--- config.mk ---
export PLATFORM = sky130hd
export DESIGN_NAME = tx_resp_arbiter_flat
export DESIGN_NICKNAME = d
export VERILOG_FILES = /design/src/rtl/tx_resp_arbiter_if.sv /design/src/rtl/tx_resp_arbiter.sv /design/src/flat_wrapper.sv
export SDC_FILE = /design/constraint.sdc
export NUM_CORES = 1
export LEC_CHECK = 0
export CORE_UTILIZATION = 45
export DETAILED_ROUTE_END_ITERATION = 10
export GPL_ROUTABILITY_DRIVEN = 1
export PLACE_DENSITY_LB_ADDON = 0.08
export SLEW_MARGIN = 20
export SYNTH_ARGS = -nofsm -noshare
export SYNTH_HDL_FRONTEND = slang
export SYNTH_SLANG_ARGS = --single-unit
--- constraint.sdc ---
create_clock -name CLK -period 1.9 [get_ports CLK]
set_clock_uncertainty 0.15 [all_clocks]
set_input_delay 0.38 -clock CLK [delete_from_list [all_inputs] [get_ports CLK]]
set_output_delay 0.38 -clock CLK [all_outputs]
set_load 0.02 [all_outputs]
--- src/rtl/tx_resp_arbiter_if.sv ---
// tx_resp_arbiter_if
//   Bundles the two response producers, the TX FIFO write side and the
//   status flags of the response arbiter.
//   Producer side : RD_DATA/RD_VLD (register read byte), ALU_RES/ALU_VLD
//                   (two-byte ALU result), OVF_CLR.
//   FIFO side     : FIFO_FULL in, WR_DATA/WR_INC out.
//   Status        : RD_BUSY, ALU_BUSY, OVF.
//   Modports: master = producers/FIFO environment, slave = arbiter.
interface tx_resp_arbiter_if #(
  parameter int DATA_WIDTH = 8
);
  logic [DATA_WIDTH-1:0]   RD_DATA;
  logic                    RD_VLD;
  logic [2*DATA_WIDTH-1:0] ALU_RES;
  logic                    ALU_VLD;
  logic                    FIFO_FULL;
  logic                    OVF_CLR;
  logic [DATA_WIDTH-1:0]   WR_DATA;
  logic                    WR_INC;
  logic                    RD_BUSY;
  logic                    ALU_BUSY;
  logic                    OVF;

  modport master (
    output RD_DATA, RD_VLD, ALU_RES, ALU_VLD, FIFO_FULL, OVF_CLR,
    input  WR_DATA, WR_INC, RD_BUSY, ALU_BUSY, OVF
  );

  modport slave (
    input  RD_DATA, RD_VLD, ALU_RES, ALU_VLD, FIFO_FULL, OVF_CLR,
    output WR_DATA, WR_INC, RD_BUSY, ALU_BUSY, OVF
  );
endinterface

--- src/rtl/tx_resp_arbiter.sv ---
// tx_resp_arbiter
//   Shares the single TX FIFO write port between register read responses
//   (one byte) and ALU results (two bytes, LSB first). Each producer has a
//   one-entry holding buffer; a round-robin FSM turns buffered responses
//   into FIFO pushes, holding while the FIFO is full.
//   Ports:
//     CLK  - reference clock
//     RST  - asynchronous active-low reset
//     bus  - tx_resp_arbiter_if.slave (producers, FIFO write side, flags)
module tx_resp_arbiter #(
  parameter int DATA_WIDTH = 8
) (
  input  logic               CLK,
  input  logic               RST,
  tx_resp_arbiter_if.slave   bus
);

  localparam logic [1:0] IDLE        = 2'd0;
  localparam logic [1:0] SEND_RD     = 2'd1;
  localparam logic [1:0] SEND_ALU_LO = 2'd2;
  localparam logic [1:0] SEND_ALU_HI = 2'd3;

  logic [1:0]              state;
  logic [1:0]              state_nxt;
  logic                    last_alu;      // 1: ALU was granted most recently
  logic                    last_alu_nxt;
  logic                    rd_busy;
  logic [DATA_WIDTH-1:0]   rd_buf;
  logic                    alu_busy;
  logic [2*DATA_WIDTH-1:0] alu_buf;
  logic                    ovf;

  logic                    wr_inc;
  logic [DATA_WIDTH-1:0]   wr_data;
  logic                    rd_release;
  logic                    alu_release;
  logic                    rd_take;
  logic                    alu_take;
  logic                    ovf_set;

  // Push side: purely from registered state and buffers.
  always_comb begin
    wr_inc  = (state != IDLE) && !bus.FIFO_FULL;
    wr_data = '0;
    case (state)
      SEND_RD:     wr_data = rd_buf;
      SEND_ALU_LO: wr_data = alu_buf[DATA_WIDTH-1:0];
      SEND_ALU_HI: wr_data = alu_buf[2*DATA_WIDTH-1:DATA_WIDTH];
      default:     wr_data = '0;
    endcase
  end

  // A buffer whose final byte goes out this cycle may accept a new strobe.
  assign rd_release  = (state == SEND_RD)     && wr_inc;
  assign alu_release = (state == SEND_ALU_HI) && wr_inc;
  assign rd_take     = bus.RD_VLD  && (!rd_busy  || rd_release);
  assign alu_take    = bus.ALU_VLD && (!alu_busy || alu_release);
  assign ovf_set     = (bus.RD_VLD && !rd_take) || (bus.ALU_VLD && !alu_take);

  // Arbitration happens only in IDLE; a started ALU frame runs to completion.
  always_comb begin
    state_nxt    = state;
    last_alu_nxt = last_alu;
    case (state)
      IDLE: begin
        if (rd_busy && (!alu_busy || last_alu)) begin
          state_nxt    = SEND_RD;
          last_alu_nxt = 1'b0;
        end else if (alu_busy) begin
          state_nxt    = SEND_ALU_LO;
          last_alu_nxt = 1'b1;
        end
      end
      SEND_RD:     if (wr_inc) state_nxt = IDLE;
      SEND_ALU_LO: if (wr_inc) state_nxt = SEND_ALU_HI;
      SEND_ALU_HI: if (wr_inc) state_nxt = IDLE;
      default:     state_nxt = IDLE;
    endcase
  end

  always_ff @(posedge CLK or negedge RST) begin
    if (!RST) begin
      state    <= IDLE;
      last_alu <= 1'b1;
      rd_busy  <= 1'b0;
      rd_buf   <= '0;
      alu_busy <= 1'b0;
      alu_buf  <= '0;
      ovf      <= 1'b0;
    end else begin
      state    <= state_nxt;
      last_alu <= last_alu_nxt;

      if (rd_take) begin
        rd_buf  <= bus.RD_DATA;
        rd_busy <= 1'b1;
      end else if (rd_release) begin
        rd_busy <= 1'b0;
      end

      if (alu_take) begin
        alu_buf  <= bus.ALU_RES;
        alu_busy <= 1'b1;
      end else if (alu_release) begin
        alu_busy <= 1'b0;
      end

      // A new overflow outranks a coincident clear.
      if (ovf_set)          ovf <= 1'b1;
      else if (bus.OVF_CLR) ovf <= 1'b0;
    end
  end

  assign bus.WR_INC   = wr_inc;
  assign bus.WR_DATA  = wr_data;
  assign bus.RD_BUSY  = rd_busy;
  assign bus.ALU_BUSY = alu_busy;
  assign bus.OVF      = ovf;

endmodule

--- src/flat_wrapper.sv ---
// flat-port wrapper written by rule: the top's interface ports become plain ports
module tx_resp_arbiter_flat 
#(
  parameter int DATA_WIDTH = 8
)
  (CLK, RST, bus_RD_DATA, bus_RD_VLD, bus_ALU_RES, bus_ALU_VLD, bus_FIFO_FULL, bus_OVF_CLR, bus_WR_DATA, bus_WR_INC, bus_RD_BUSY, bus_ALU_BUSY, bus_OVF);
  tx_resp_arbiter_if #(.DATA_WIDTH(DATA_WIDTH)) bus_i ();
  input  logic CLK;
  input  logic RST;
  input wire logic [$bits(bus_i.RD_DATA)-1:0] bus_RD_DATA;
  input wire logic [$bits(bus_i.RD_VLD)-1:0] bus_RD_VLD;
  input wire logic [$bits(bus_i.ALU_RES)-1:0] bus_ALU_RES;
  input wire logic [$bits(bus_i.ALU_VLD)-1:0] bus_ALU_VLD;
  input wire logic [$bits(bus_i.FIFO_FULL)-1:0] bus_FIFO_FULL;
  input wire logic [$bits(bus_i.OVF_CLR)-1:0] bus_OVF_CLR;
  output wire logic [$bits(bus_i.WR_DATA)-1:0] bus_WR_DATA;
  output wire logic [$bits(bus_i.WR_INC)-1:0] bus_WR_INC;
  output wire logic [$bits(bus_i.RD_BUSY)-1:0] bus_RD_BUSY;
  output wire logic [$bits(bus_i.ALU_BUSY)-1:0] bus_ALU_BUSY;
  output wire logic [$bits(bus_i.OVF)-1:0] bus_OVF;
  assign bus_i.RD_DATA = bus_RD_DATA;
  assign bus_i.RD_VLD = bus_RD_VLD;
  assign bus_i.ALU_RES = bus_ALU_RES;
  assign bus_i.ALU_VLD = bus_ALU_VLD;
  assign bus_i.FIFO_FULL = bus_FIFO_FULL;
  assign bus_i.OVF_CLR = bus_OVF_CLR;
  assign bus_WR_DATA = bus_i.WR_DATA;
  assign bus_WR_INC = bus_i.WR_INC;
  assign bus_RD_BUSY = bus_i.RD_BUSY;
  assign bus_ALU_BUSY = bus_i.ALU_BUSY;
  assign bus_OVF = bus_i.OVF;
  tx_resp_arbiter #(.DATA_WIDTH(DATA_WIDTH)) u_core (.CLK(CLK), .RST(RST), .bus(bus_i));
endmodule
## Word-level counts from Yosys, hierarchy flattened

Cells that the tools add are included.

- Multiplexer cells: 14
- Reduce and logical (&&, ||, !) cells: 26
- Equality and inequality tests: 6

Operator list:

| operator | number |
|---|---|
| $pmux 8 s3 | 1 |
| $reduce_bool 2->1 | 5 |
| $logic_and 1x1->1 | 8 |
| $mux 1 | 8 |
| $mux 2 | 4 |
| $pmux 2 s3 | 1 |
| $logic_not 1->1 | 5 |
| $eq 2x2->1 const B | 2 |
| $logic_or 1x1->1 | 4 |
| $ne 2x1->1 const B | 2 |
| $ne 3x1->1 const B | 1 |
| $reduce_and 3->1 | 1 |
| $eq 2x1->1 const B | 1 |
| $logic_not 2->1 | 1 |
| $reduce_and 2->1 | 1 |
| $reduce_or 2->1 | 1 |

- Register bits after elaboration: 30
- Logic and storage cells: 53

## Logic depth before layout (Yosys ltp)

Gate-level depths: netlist (run 1).

- Word-level depth: 9
- Mapped depth: 5

## Least setup slack after synthesis (run 1)

No wires, ideal clock.

- Path type: reg-to-output
- Start point: reg u_core.state[1]
- End point: out bus_WR_DATA[2]
- Setup slack: 0.099 ns
- Path buffers: 2
- Arrival: 1.271 ns
- Data required time: 1.370 ns
- Stages on the path, launching flop included: 5
- Path through: dfrtp_1 -> buf_2 -> buf_2 -> mux2_2 -> a22o_1

- Cells in the longest elaborated chain, start to end: 2
- Elaborated cells between the ends (all ways): 4

RTL lines:

| what | line | RTL |
|---|---|---|
| start: declaration | tx_resp_arbiter.sv:23 | `logic [1:0] state;` |
| start signal: assignment | tx_resp_arbiter.sv:91 | `state <= state_nxt;` |
| $eq 2x2->1 / $eq 2x1->1 (equally long branches) | tx_resp_arbiter.sv:45 | `case (state)` |
| $pmux 8 s3 * | tx_resp_arbiter.sv:45 |  |
| end: declaration | flat_wrapper.sv:16 | `output wire logic [$bits(bus_i.WR_DATA)-1:0] bus_WR_DATA;` |

Every way passes the cells marked *; elsewhere a longest branch is shown, timed or not.

## Worst setup path after layout (run 1)

Same ends and word-level chain as after synthesis.

==> results.py, run 1 <==
metrics = {
    "drt": {
        "totalWireLength_um": 3110,
        "post_drt_via_cell_ratio": 5.34,
        "drt_first_pass_iters": 7,
        "avgRoutedWirePerCell_um": 16.1,
        "antenna_left": 0,
        "detail_route.drc_violations": 2,
        "vias": 1030,
        "drt-initial-drc-count": 24,
    },
    "power_and_ir_drop": {
        "power.combinational.fraction_pct": 52.9,
        "sw_frac_of_total_pct": 33.1,
        "netSwitchingPower_mw": 1.17,
        "power.density_cell_area_nw_per_um2": 1680,
        "power.share.sequential_pct": 32.1,
        "clock_group_share_of_total_power_pct": 15.0,
        "cell_internal_pwr_mw": 2.36,
        "peakVddDrop_mv": 0.944,
        "power_leakage_nw": 0.959,
    },
    "finish": {
        "post_route_cells_drive_above_1_share_pct": 39.5,
        "area.sequential_um2": 752,
        "fill_cells": 206,
        "layout_commonest_cell": "sky130_fd_sc_hd__clkdlybuf4s50_1",
        "area_growth_syn_to_layout_pct": 51.5,
        "finalInstanceArea_um2": 2100,
        "multi_input_comb_area_um2": 633,
        "most-common-layout-cells": "31 x sky130_fd_sc_hd__clkdlybuf4s50_1, 29 x sky130_fd_sc_hd__dfrtp_1, 15 x sky130_fd_sc_hd__buf_4",
        "num-nets-final": 192,
        "diodes": 0,
    },
    "synth": {
        "synthesis.instances": 100,
        "synth-compound-area-share_pct": 11.2,
        "synth-seq-cells": 30,
        "synth_simple_gate_area_share_pct": 5.60,
        "synth_xor_area_share_pct": 0,
        "synth_top_area_cell": "sky130_fd_sc_hd__dfrtp_1",
        "synth_top_cells_by_area": "sky130_fd_sc_hd__dfrtp_1 52%, sky130_fd_sc_hd__mux2_2 18%, sky130_fd_sc_hd__mux2_1 8.1%",
        "synth_sequential_area_ratio_pct": 54.3,
        "yosysWarningCount": 0,
        "per_instance_average_area_after_synthesis_um2": 13.9,
        "syn_area_um2": 1390,
        "post_synth_num_cell_types": 25,
        "synth_top_family_by_area": "multiplexers",
        "synth.mux.area_fraction_pct": 26.0,
        "syn_nets": 130,
        "synthDominantCellAreaShare_pct": 52.4,
        "synth-adder-area-share_pct": 0,
    },
    "floorplanning": {
        "die_height_um": 57.5,
        "placement_rows": 19,
        "core_area_um2": 2830,
        "floorplan.io_pins": 42,
        "dieWidth_um": 57.5,
        "initial_utilization_pct": 49.0,
        "dieArea_um2": 3300,
    },
    "worst_setup_path": {
        "criticalPathCategory": "reg2out",
        "critPathMaxFanout": 4,
        "worst_ep_arrival_time_ns": 1.57,
        "worst_setup_path_end_kind": "output pin",
        "worstPathRequired_ns": 1.37,
        "element_type_at_the_critical_path_start": "flop",
    },
    "clock_network": {
        "postCtsHoldBufs": 0,
        "tritoncts": "done",
        "clkTransAtPathRegs_ns": 0.10,
        "cts.htree.levels": 2,
        "clk-insertion-delay-late_ns": 0.34,
        "inserted_clock_buffers": 5,
        "clockBufferDepth": 2,
        "cts-root-buf": "sky130_fd_sc_hd__clkbuf_4",
        "clock-sinks": 30,
    },
    "placement": {
        "placement.cell_area_um2": 1930,
        "finalWeightedCongestion": 0.778,
        "io_buffer_count": 41,
        "post-dp-hpwl_um": 2180,
    },
    "grt": {
        "first_global_vias": 1112,
        "grt_first_pass_wirelength_um": 5300,
        "grtUsageTotal_pct": 22.0,
        "gr-total-overflow": 0,
        "grt_antenna_before_repair": 0,
        "grt_start_max_net_pins": 15,
    },
    "timing": {
        "final_ws_setup_ns": -0.201,
        "period_needed_ns": 2.10,
        "grt_setup_unrepaired": "yes",
        "slew_headroom_pct": 70.3,
        "max_slew.worst_pin.slew_ns": 0.444,
        "timing_hold_violations_final": 0,
        "highest_clock_frequency_the_design_can_meet_mhz": 476,
        "worst_hold_slack_after_final_layout_ns": 0.194,
        "fin_crit_sh_pct": 111,
        "slew_violations": 0,
        "finalSetupViolations": 8,
    },
    "run_status": {
        "outcome": "finished, violations left",
        "failing_checks": "design-rule violations, negative setup slack",
    },
    "flow_run": {
        "max_cap_violations": 0,
    },
    "hold_path": {
        "hold_path_class": "in2async",
    },
}
-- cells in the mapped netlist --
master and number:
sky130_fd_sc_hd__nand2b_1 1, sky130_fd_sc_hd__o21bai_1 1, sky130_fd_sc_hd__a22oi_1 1, sky130_fd_sc_hd__mux2_2 22, sky130_fd_sc_hd__clkbuf_1 2, sky130_fd_sc_hd__nand3b_1 1
sky130_fd_sc_hd__inv_1 3, sky130_fd_sc_hd__a31oi_1 1, sky130_fd_sc_hd__nor3b_2 1, sky130_fd_sc_hd__a22o_1 8, sky130_fd_sc_hd__nor2_1 2, sky130_fd_sc_hd__buf_6 1
sky130_fd_sc_hd__a21o_1 1, sky130_fd_sc_hd__dfstp_2 1, sky130_fd_sc_hd__mux2_1 10, sky130_fd_sc_hd__nand2_1 2, sky130_fd_sc_hd__nand3_1 2, sky130_fd_sc_hd__buf_2 2
sky130_fd_sc_hd__a21boi_4 1, sky130_fd_sc_hd__a211o_1 1, sky130_fd_sc_hd__o21ai_2 1, sky130_fd_sc_hd__dfrtp_1 29, sky130_fd_sc_hd__a21oi_1 4, sky130_fd_sc_hd__nand3b_4 1
sky130_fd_sc_hd__nor2b_1 1
-- metrics by stage --
stage	power (mW)	TNS [ns]	util, %	std cells	setup slack (ns)
2_1_floorplan	2.09	0	-	100	0.0990
3_3_place_gp	2.71	-3.98	68.3	184	-0.209
3_5_place_dp	2.76	-4.37	68.3	184	-0.229
4_1_cts	3.45	-1.67	72.8	192	-0.219
5_1_grt	3.74	-1.90	74.2	193	-0.254
6_report	3.53	-1.46	74.2	193	-0.201
-- cell families after synthesis --
kind of cell / Yosys count
DFF: 30
muxes: 32
buffers and inverters: 8
and+or+nand+nor: 11
AOI/OAI and AO/OA: 19
-- power by group through the flow --
stage	registers, mW	logic, mW	clock network, mW
finish	1.13	1.87	0.528
global route	1.17	2.00	0.579
CTS	1.13	1.78	0.550
detailed placement	1.13	1.63	0
global placement	1.11	1.60	0
floorplan	1.11	0.986	0
-- area by class of cell --
type / instances / area share, %
sequential: 30 / 35.8
multi-input combinational: 62 / 30.2
timing repair buffer: 60 / 27.7
clock buffer: 6 / 2.44
tap: 31 / 1.85
clock inverter: 1 / 1.43
inverter: 3 / 0.537
-- critical path, cell delays in order, from the launching register on --
cell and delay (ns):
sky130_fd_sc_hd__dfrtp_1 0.44, sky130_fd_sc_hd__buf_6 0.16, sky130_fd_sc_hd__mux2_4 0.30, sky130_fd_sc_hd__a22o_1 0.21, sky130_fd_sc_hd__buf_6 0.13
-- path summary, 6_finish.rpt --
| kind | from | end | slack (ns) | cells past startpoint |
|---|---|---|---|---|
| hold / removal | RST | u_core.alu_buf[9] | 0.19 | 1 |
| setup reg to reg | u_core.state[1] | u_core.alu_buf[7] | 0.12 | 6 |
| setup / recovery | u_core.state[1] | bus_WR_DATA[2] | -0.20 | 4 |
| max in group asynchronous | RST | u_core.alu_buf[4] | 0.88 | 2 |
| hold reg to reg | u_core.bus.OVF | u_core.bus.OVF | 0.34 | 2 |
| min in group CLK | u_core.bus.OVF | u_core.bus.OVF | 0.34 | 2 |
-- repair_timing --
item / 4_1_cts / 5_1_grt
pin swaps: 5 / 7
endpoints found under the hold margin: 0 / 0
endpoints found under the setup margin: 10 / 9
buffers inserted: 1 / 1
resized for setup: 62 / 9
gates cloned: 0 / 0
-- layer usage --
layer	wire, um	share of wire (%)	vias to the layer above	track usage, %
li1	-	-	485	-
met1	1350	43	505	27.9
met2	1530	49	34	35.2
met3	177	5.7	6	7.71
met4	49	1.6	0	7.32
met5	0	0	-	0
-- state kept, by name, indices dropped and copies added (netlist names) --
register and count:
u_core.state 2, u_core.bus.OVF 1, u_core.bus.ALU_BUSY 1, u_core.last_alu 1, u_core.bus.RD_BUSY 1, u_core.alu_buf 16, u_core.rd_buf 8
(Power assumes the default switching activity.)
==> run 2: changes to the inputs <==
--- a/config.mk
+++ b/config.mk
@@ -5,10 +5,12 @@
 export SDC_FILE = /design/constraint.sdc
 export NUM_CORES = 1
 export LEC_CHECK = 0
+export CAP_MARGIN = 10
 export CORE_UTILIZATION = 45
 export DETAILED_ROUTE_END_ITERATION = 10
 export GPL_ROUTABILITY_DRIVEN = 1
 export PLACE_DENSITY_LB_ADDON = 0.08
+export REMOVE_ABC_BUFFERS = 1
 export SLEW_MARGIN = 20
 export SYNTH_ARGS = -nofsm -noshare
 export SYNTH_HDL_FRONTEND = slang
==> run 2 against run 1 <==
Net effect:
- the run still ends with design-rule violations, negative setup slack left
- hold slack better by 0.033 ns
- count of clock-buffer cells in the layout stayed put
- wire length is 2.1% lower
- final cell count is 1.6% lower
- combinational power hardly changed
- critical path depth stayed put
- setup slack better by 0.027 ns
- first-iteration DRC count is 42% higher
- register-to-register slack worse by 0.07 ns
- clock power is 30% lower
- critical path type unchanged
- highest routed layer unchanged
==> results.py, run 2 (synthesis results as in run 1) <==
metrics = {
    "run_status": {
        "outcome": "finished, violations left",
        "failing_checks": "design-rule violations, negative setup slack",
    },
    "grt": {
        "grtUsageTotal_pct": 21.5,
        "first_global_vias": 1071,
        "grt_start_max_net_pins": 23,
        "grt_first_pass_wirelength_um": 5140,
        "gr-total-overflow": 0,
        "grt_antenna_before_repair": 0,
    },
    "placement": {
        "post-dp-hpwl_um": 2220,
        "placement.cell_area_um2": 1950,
        "pre_cts_slack_ns": -0.201,
        "finalWeightedCongestion": 0.727,
        "io_buffer_count": 41,
    },
    "hold_path": {
        "hold_path_class": "in2async",
    },
    "floorplanning": {
        "dieWidth_um": 57.5,
        "floorplan.io_pins": 42,
        "placement_rows": 19,
        "dieArea_um2": 3300,
        "die_height_um": 57.5,
        "initial_utilization_pct": 49.0,
        "core_area_um2": 2830,
    },
    "worst_setup_path": {
        "critical_path.slowest_cell": "sky130_fd_sc_hd__dfrtp_1",
        "timing.critical_path.buf_inv": 2,
        "criticalPathCategory": "reg2out",
        "worst_ep_arrival_time_ns": 1.54,
        "regToRegStartpoint": "u_core.state[1]",
        "family_of_cells_with_the_greatest_summed_delay_on_the_critical_path": "flip-flops",
        "regToRegSetupSlack_ns": 0.05,
        "r2r-end": "u_core.alu_buf[9]",
        "critPathMaxFanout": 6,
        "cp_cell_sequence": "buf_12, mux2_4, a22o_1, buf_6",
        "max_stage_delay_ns": 0.43,
        "timing.reg2reg.worst_path_depth": 7,
        "worst_setup_path_end_kind": "output pin",
        "worstPathRequired_ns": 1.37,
        "element_type_at_the_critical_path_start": "flop",
    },
    "clock_network": {
        "inserted_clock_buffers": 5,
        "tritoncts": "done",
        "cts-root-buf": "sky130_fd_sc_hd__clkbuf_4",
        "cts.htree.levels": 2,
        "clk-insertion-delay-late_ns": 0.32,
        "clockBufferDepth": 2,
        "clkTransAtPathRegs_ns": 0.09,
        "clock-sinks": 30,
    },
    "finish": {
        "fill_cells": 205,
        "finalInstanceArea_um2": 2080,
        "register_bank_with_the_most_flops": "u_core.alu_buf",
        "top_regs": "u_core.alu_buf (16), u_core.rd_buf (8), u_core.state (2)",
        "area.sequential_um2": 752,
        "layout_commonest_cell": "sky130_fd_sc_hd__clkdlybuf4s50_1",
        "diodes": 0,
        "multi_input_comb_area_um2": 627,
        "most-common-layout-cells": "31 x sky130_fd_sc_hd__clkdlybuf4s50_1, 29 x sky130_fd_sc_hd__dfrtp_1, 18 x sky130_fd_sc_hd__mux2_2",
        "flip_flop_count_of_the_largest_register_after_layout": 16,
        "area_growth_syn_to_layout_pct": 49.9,
        "post_route_cells_drive_above_1_share_pct": 39.0,
        "num-nets-final": 190,
    },
    "drt": {
        "post_drt_via_cell_ratio": 5.38,
        "drt-initial-drc-count": 34,
        "vias": 1023,
        "totalWireLength_um": 3050,
        "antenna_left": 0,
        "avgRoutedWirePerCell_um": 16.0,
        "detail_route.drc_violations": 3,
        "drt_first_pass_iters": 7,
    },
    "timing": {
        "max_slew.worst_pin.slew_ns": 0.488,
        "fin_tns_setup_ns": -1.29,
        "final_ws_setup_ns": -0.174,
        "fin_crit_sh_pct": 109,
        "slew_violations": 0,
        "slew_headroom_pct": 67.4,
        "grt_setup_unrepaired": "yes",
        "highest_clock_frequency_the_design_can_meet_mhz": 482,
        "timing_hold_violations_final": 0,
        "worst_hold_slack_after_final_layout_ns": 0.228,
        "finalSetupViolations": 9,
        "period_needed_ns": 2.07,
    },
    "power_and_ir_drop": {
        "post-layout-total-power_mw": 3.39,
        "power_leakage_nw": 0.936,
        "peakVddDrop_mv": 1.04,
        "power.density_cell_area_nw_per_um2": 1630,
    },
    "flow_run": {
        "max_cap_violations": 0,
    },
}
run 2: changes by cell type in the layout (fill, tap and decap cells not counted):
cell                        previous run  this run
sky130_fd_sc_hd__buf_4                15        10
sky130_fd_sc_hd__nor2b_1               1         0
sky130_fd_sc_hd__buf_12                0         2
sky130_fd_sc_hd__mux2_2               14        18
sky130_fd_sc_hd__mux2_4                8         5
sky130_fd_sc_hd__buf_6                12        13
sky130_fd_sc_hd__nor2_1                0         1
sky130_fd_sc_hd__nor2b_4               0         1
sky130_fd_sc_hd__mux2_1               10         9
sky130_fd_sc_hd__bufinv_16             1         0
sky130_fd_sc_hd__nor2_2                1         0
run 2: power breakdown:
group          internal [mW]  switching [mW]
logic                   1.10           0.780
clock network          0.166           0.203
registers              0.957           0.180
total                   2.23            1.16
run 2: how the worst max path moves through the flow:
stage / from / endpoint / cells past startpoint
after global routing: u_core.state[1] / bus_WR_DATA[7] / 4
after global placement: u_core.state[1] / bus_WR_DATA[5] / 4
after floorplan: u_core.state[1] / bus_WR_DATA[0] / 2
final: u_core.state[1] / bus_WR_DATA[5] / 4
after CTS: u_core.state[1] / bus_WR_DATA[5] / 4
after detailed placement: u_core.state[1] / bus_WR_DATA[5] / 4
run 2: what timing repair did:
item / CTS / global route
gates resized for setup: 56 / 14
hold buffers: 0 / 0
setup buffers: 0 / 1
pin swaps: 8 / 4
endpoints found under the setup margin: 10 / 9
run 2: per-layer routing:
metal | routed length, um | GRT usage [%] | share of wire (%) | vias to the layer above
met2 | 1520 | 34.2 | 50 | 31
li1 | - | - | - | 482
met4 | 41 | 6.27 | 1.3 | 0
met1 | 1280 | 27.1 | 42 | 505
met5 | 0 | 0 | 0 | -
met3 | 204 | 8.39 | 6.7 | 5
run 2: layout make-up:
type / instances / share of cell area (%)
clock buffers: 6 / 2.47
inverters: 3 / 0.542
multi-input cells: 62 / 30.2
flip-flops and latches: 30 / 36.2
well taps: 31 / 1.87
repair buffers: 58 / 28.7
run 2: worst register-to-register path, stage by stage, from the launching register on:
cell                       delay, ns
sky130_fd_sc_hd__dfrtp_1        0.42
sky130_fd_sc_hd__buf_6          0.15
sky130_fd_sc_hd__buf_6          0.10
sky130_fd_sc_hd__buf_8          0.12
sky130_fd_sc_hd__nand3b_4       0.09
sky130_fd_sc_hd__a21boi_4       0.18
sky130_fd_sc_hd__buf_4          0.19
sky130_fd_sc_hd__mux2_2         0.34
run 2: stage by stage:
stage / util [%] / instances
finish: 73.4 / 190
global route: 73.4 / 190
CTS: 71.3 / 189
detailed placement: 69.0 / 183
global placement: 69.0 / 183
floorplan: - / 95
==> run 3: changes to the inputs <==
==> constraint.sdc (replaced) <==
create_clock -name CLK -period 2.45 [get_ports CLK]
set_clock_uncertainty 0.15 [all_clocks]
set_input_delay 0.49 -clock CLK [delete_from_list [all_inputs] [get_ports CLK]]
set_output_delay 0.49 -clock CLK [all_outputs]
set_load 0.02 [all_outputs]
==> run 3 against run 2 <==
Net effect:
- the flow finishes with violations (design-rule violations)
- utilization is 3.7 points lower
- wire length fell by 2.8%
- via count decreased by 3.7%
- non-clock buffer count shrank 4
- cell area down 5.1%
- sequential power decreased by 23%
- hold slack improved by 0.12 ns
- global-route usage decreased by 1.1 points
- critical path depth did not move
==> results.py, run 3 (synthesis results as in run 1) <==
metrics = {
    "finish": {
        "most-common-layout-cells": "32 x sky130_fd_sc_hd__clkdlybuf4s50_1, 29 x sky130_fd_sc_hd__dfrtp_1, 22 x sky130_fd_sc_hd__mux2_2",
        "flip_flop_count_of_the_largest_register_after_layout": 16,
        "diodes": 0,
        "register_bank_with_the_most_flops": "u_core.alu_buf",
        "area_growth_syn_to_layout_pct": 42.3,
        "area.sequential_um2": 752,
        "post_layout_nonfiller_instances": 188,
        "fill_cells": 221,
        "finalInstanceArea_um2": 1970,
        "num-nets-final": 186,
        "multi_input_comb_area_um2": 593,
        "top_regs": "u_core.alu_buf (16), u_core.rd_buf (8), u_core.state (2)",
        "post_route_cells_drive_above_1_share_pct": 29.9,
        "layout_commonest_cell": "sky130_fd_sc_hd__clkdlybuf4s50_1",
    },
    "worst_setup_path": {
        "cp_cell_sequence": "buf_4, mux2_2, a22o_1, dlygate4sd2_1",
        "worst_setup_startpoint": "u_core.state[1]",
        "worstPathRequired_ns": 1.81,
        "regToRegStartpoint": "u_core.state[1]",
        "max_stage_delay_ns": 0.39,
        "critical_path.slowest_cell": "sky130_fd_sc_hd__dfrtp_1",
        "worst_setup_path_end_kind": "output pin",
        "critPathMaxFanout": 6,
        "element_type_at_the_critical_path_start": "flop",
        "criticalPathCategory": "reg2out",
        "worst_ep_arrival_time_ns": 1.74,
    },
    "power_and_ir_drop": {
        "power.density_cell_area_nw_per_um2": 1240,
        "post-layout-total-power_mw": 2.44,
        "power_leakage_nw": 0.891,
        "peakVddDrop_mv": 0.676,
    },
    "floorplanning": {
        "initial_utilization_pct": 49.0,
        "dieArea_um2": 3300,
        "die_height_um": 57.5,
        "placement_rows": 19,
        "dieWidth_um": 57.5,
        "core_area_um2": 2830,
        "floorplan.io_pins": 42,
    },
    "timing": {
        "fin_tns_setup_ns": 0,
        "slew_violations": 0,
        "max_slew.worst_pin.slew_ns": 0.380,
        "slew_headroom_pct": 74.7,
        "period_needed_ns": 2.38,
        "worst_hold_slack_after_final_layout_ns": 0.346,
        "grt_setup_unrepaired": "no",
        "highest_clock_frequency_the_design_can_meet_mhz": 420,
        "fin_crit_sh_pct": 97.2,
        "finalSetupViolations": 0,
        "timing_hold_violations_final": 0,
    },
    "grt": {
        "grtUsageTotal_pct": 20.4,
        "first_global_vias": 1080,
        "grt_start_max_net_pins": 31,
        "grt_antenna_before_repair": 0,
        "gr-total-overflow": 0,
        "grt_first_pass_wirelength_um": 4960,
    },
    "drt": {
        "avgRoutedWirePerCell_um": 15.7,
        "post_drt_via_cell_ratio": 5.24,
        "drt-initial-drc-count": 32,
        "detail_route.drc_violations": 3,
        "drt_first_pass_iters": 7,
        "vias": 985,
        "totalWireLength_um": 2960,
        "antenna_left": 0,
    },
    "clock_network": {
        "clockBufferDepth": 2,
        "postCtsHoldBufs": 0,
        "cts-root-buf": "sky130_fd_sc_hd__clkbuf_4",
        "clk-insertion-delay-late_ns": 0.33,
        "clock-sinks": 30,
        "clkTransAtPathRegs_ns": 0.10,
        "cts.htree.levels": 2,
        "inserted_clock_buffers": 5,
        "tritoncts": "done",
    },
    "placement": {
        "io_buffer_count": 41,
        "post-dp-hpwl_um": 2160,
        "numPlacedInstances": 178,
        "finalWeightedCongestion": 0.757,
        "placement.cell_area_um2": 1890,
    },
    "run_status": {
        "outcome": "finished, violations left",
        "failing_checks": "design-rule violations",
    },
    "flow_run": {
        "max_cap_violations": 0,
    },
    "hold_path": {
        "critical_hold_path_startpoint": "u_core.alu_buf[1]",
        "hold_path_class": "reg2reg",
    },
}
-- run 3: changes by cell type in the layout (fill, tap and decap cells not counted), moves of 2 or more --
cell	delta
sky130_fd_sc_hd__buf_12	-2
sky130_fd_sc_hd__dlygate4sd2_1	+8
sky130_fd_sc_hd__buf_4	+3
sky130_fd_sc_hd__mux2_2	+4
sky130_fd_sc_hd__mux2_4	-5
sky130_fd_sc_hd__buf_6	-13
-- run 3: worst paths after layout --
kind                                 endpoint  slack [ns]  cells past startpoint
setup / recovery               bus_WR_DATA[7]        0.07                      4
hold / removal              u_core.alu_buf[1]        0.35                      1
setup reg to reg           u_core.alu_buf[11]        0.63                      6
hold reg to reg             u_core.alu_buf[1]        0.35                      1
max in group asynchronous     u_core.last_alu        1.45                      2
min in group asynchronous   u_core.alu_buf[0]        0.38                      2
-- run 3: cell type report --
class / instances / share of cell area [%]
multi-input combinational: 62 / 30.1
inverter: 3 / 0.571
sequential: 30 / 38.2
clock inverter: 2 / 1.90
clock buffer: 6 / 2.10
timing repair buffer: 54 / 25.2
tap: 31 / 1.97
-- run 3: through the flow --
step	worst slack [ns]	util (%)
after detailed placement	0.154	66.7
after floorplan	0.467	-
after global placement	0.168	66.7
final	0.0680	69.7
after global routing	0.00405	69.7
after CTS	0.0779	69.7
-- run 3: critical path, delay by kind of cell, from the launching register on --
kind,cells,cell delay (ns)
buffers and inverters,2,0.50
DFF,1,0.39
muxes,1,0.35
AOI/OAI and AO/OA,1,0.18
-- run 3: timing repair --
action                                  4_1_cts  5_1_grt
gates resized for setup                       9        0
endpoints found under the setup margin        9        0
buffers inserted                              2        0
-- run 3: where the power goes --
group          switching [mW]  leakage (nW)  internal (mW)
registers               0.137         0.347          0.741
logic                   0.527         0.506          0.635
clock network           0.180        0.0385          0.215
-- run 3: metal layers --
layer / up-vias / global-route usage [%] / wire length (um)
li1: 478 / - / -
met1: 470 / 26.9 / 1330
met2: 35 / 32.4 / 1440
met3: 2 / 6.80 / 172
met4: 0 / 5.23 / 14
met5: - / 0 / 0
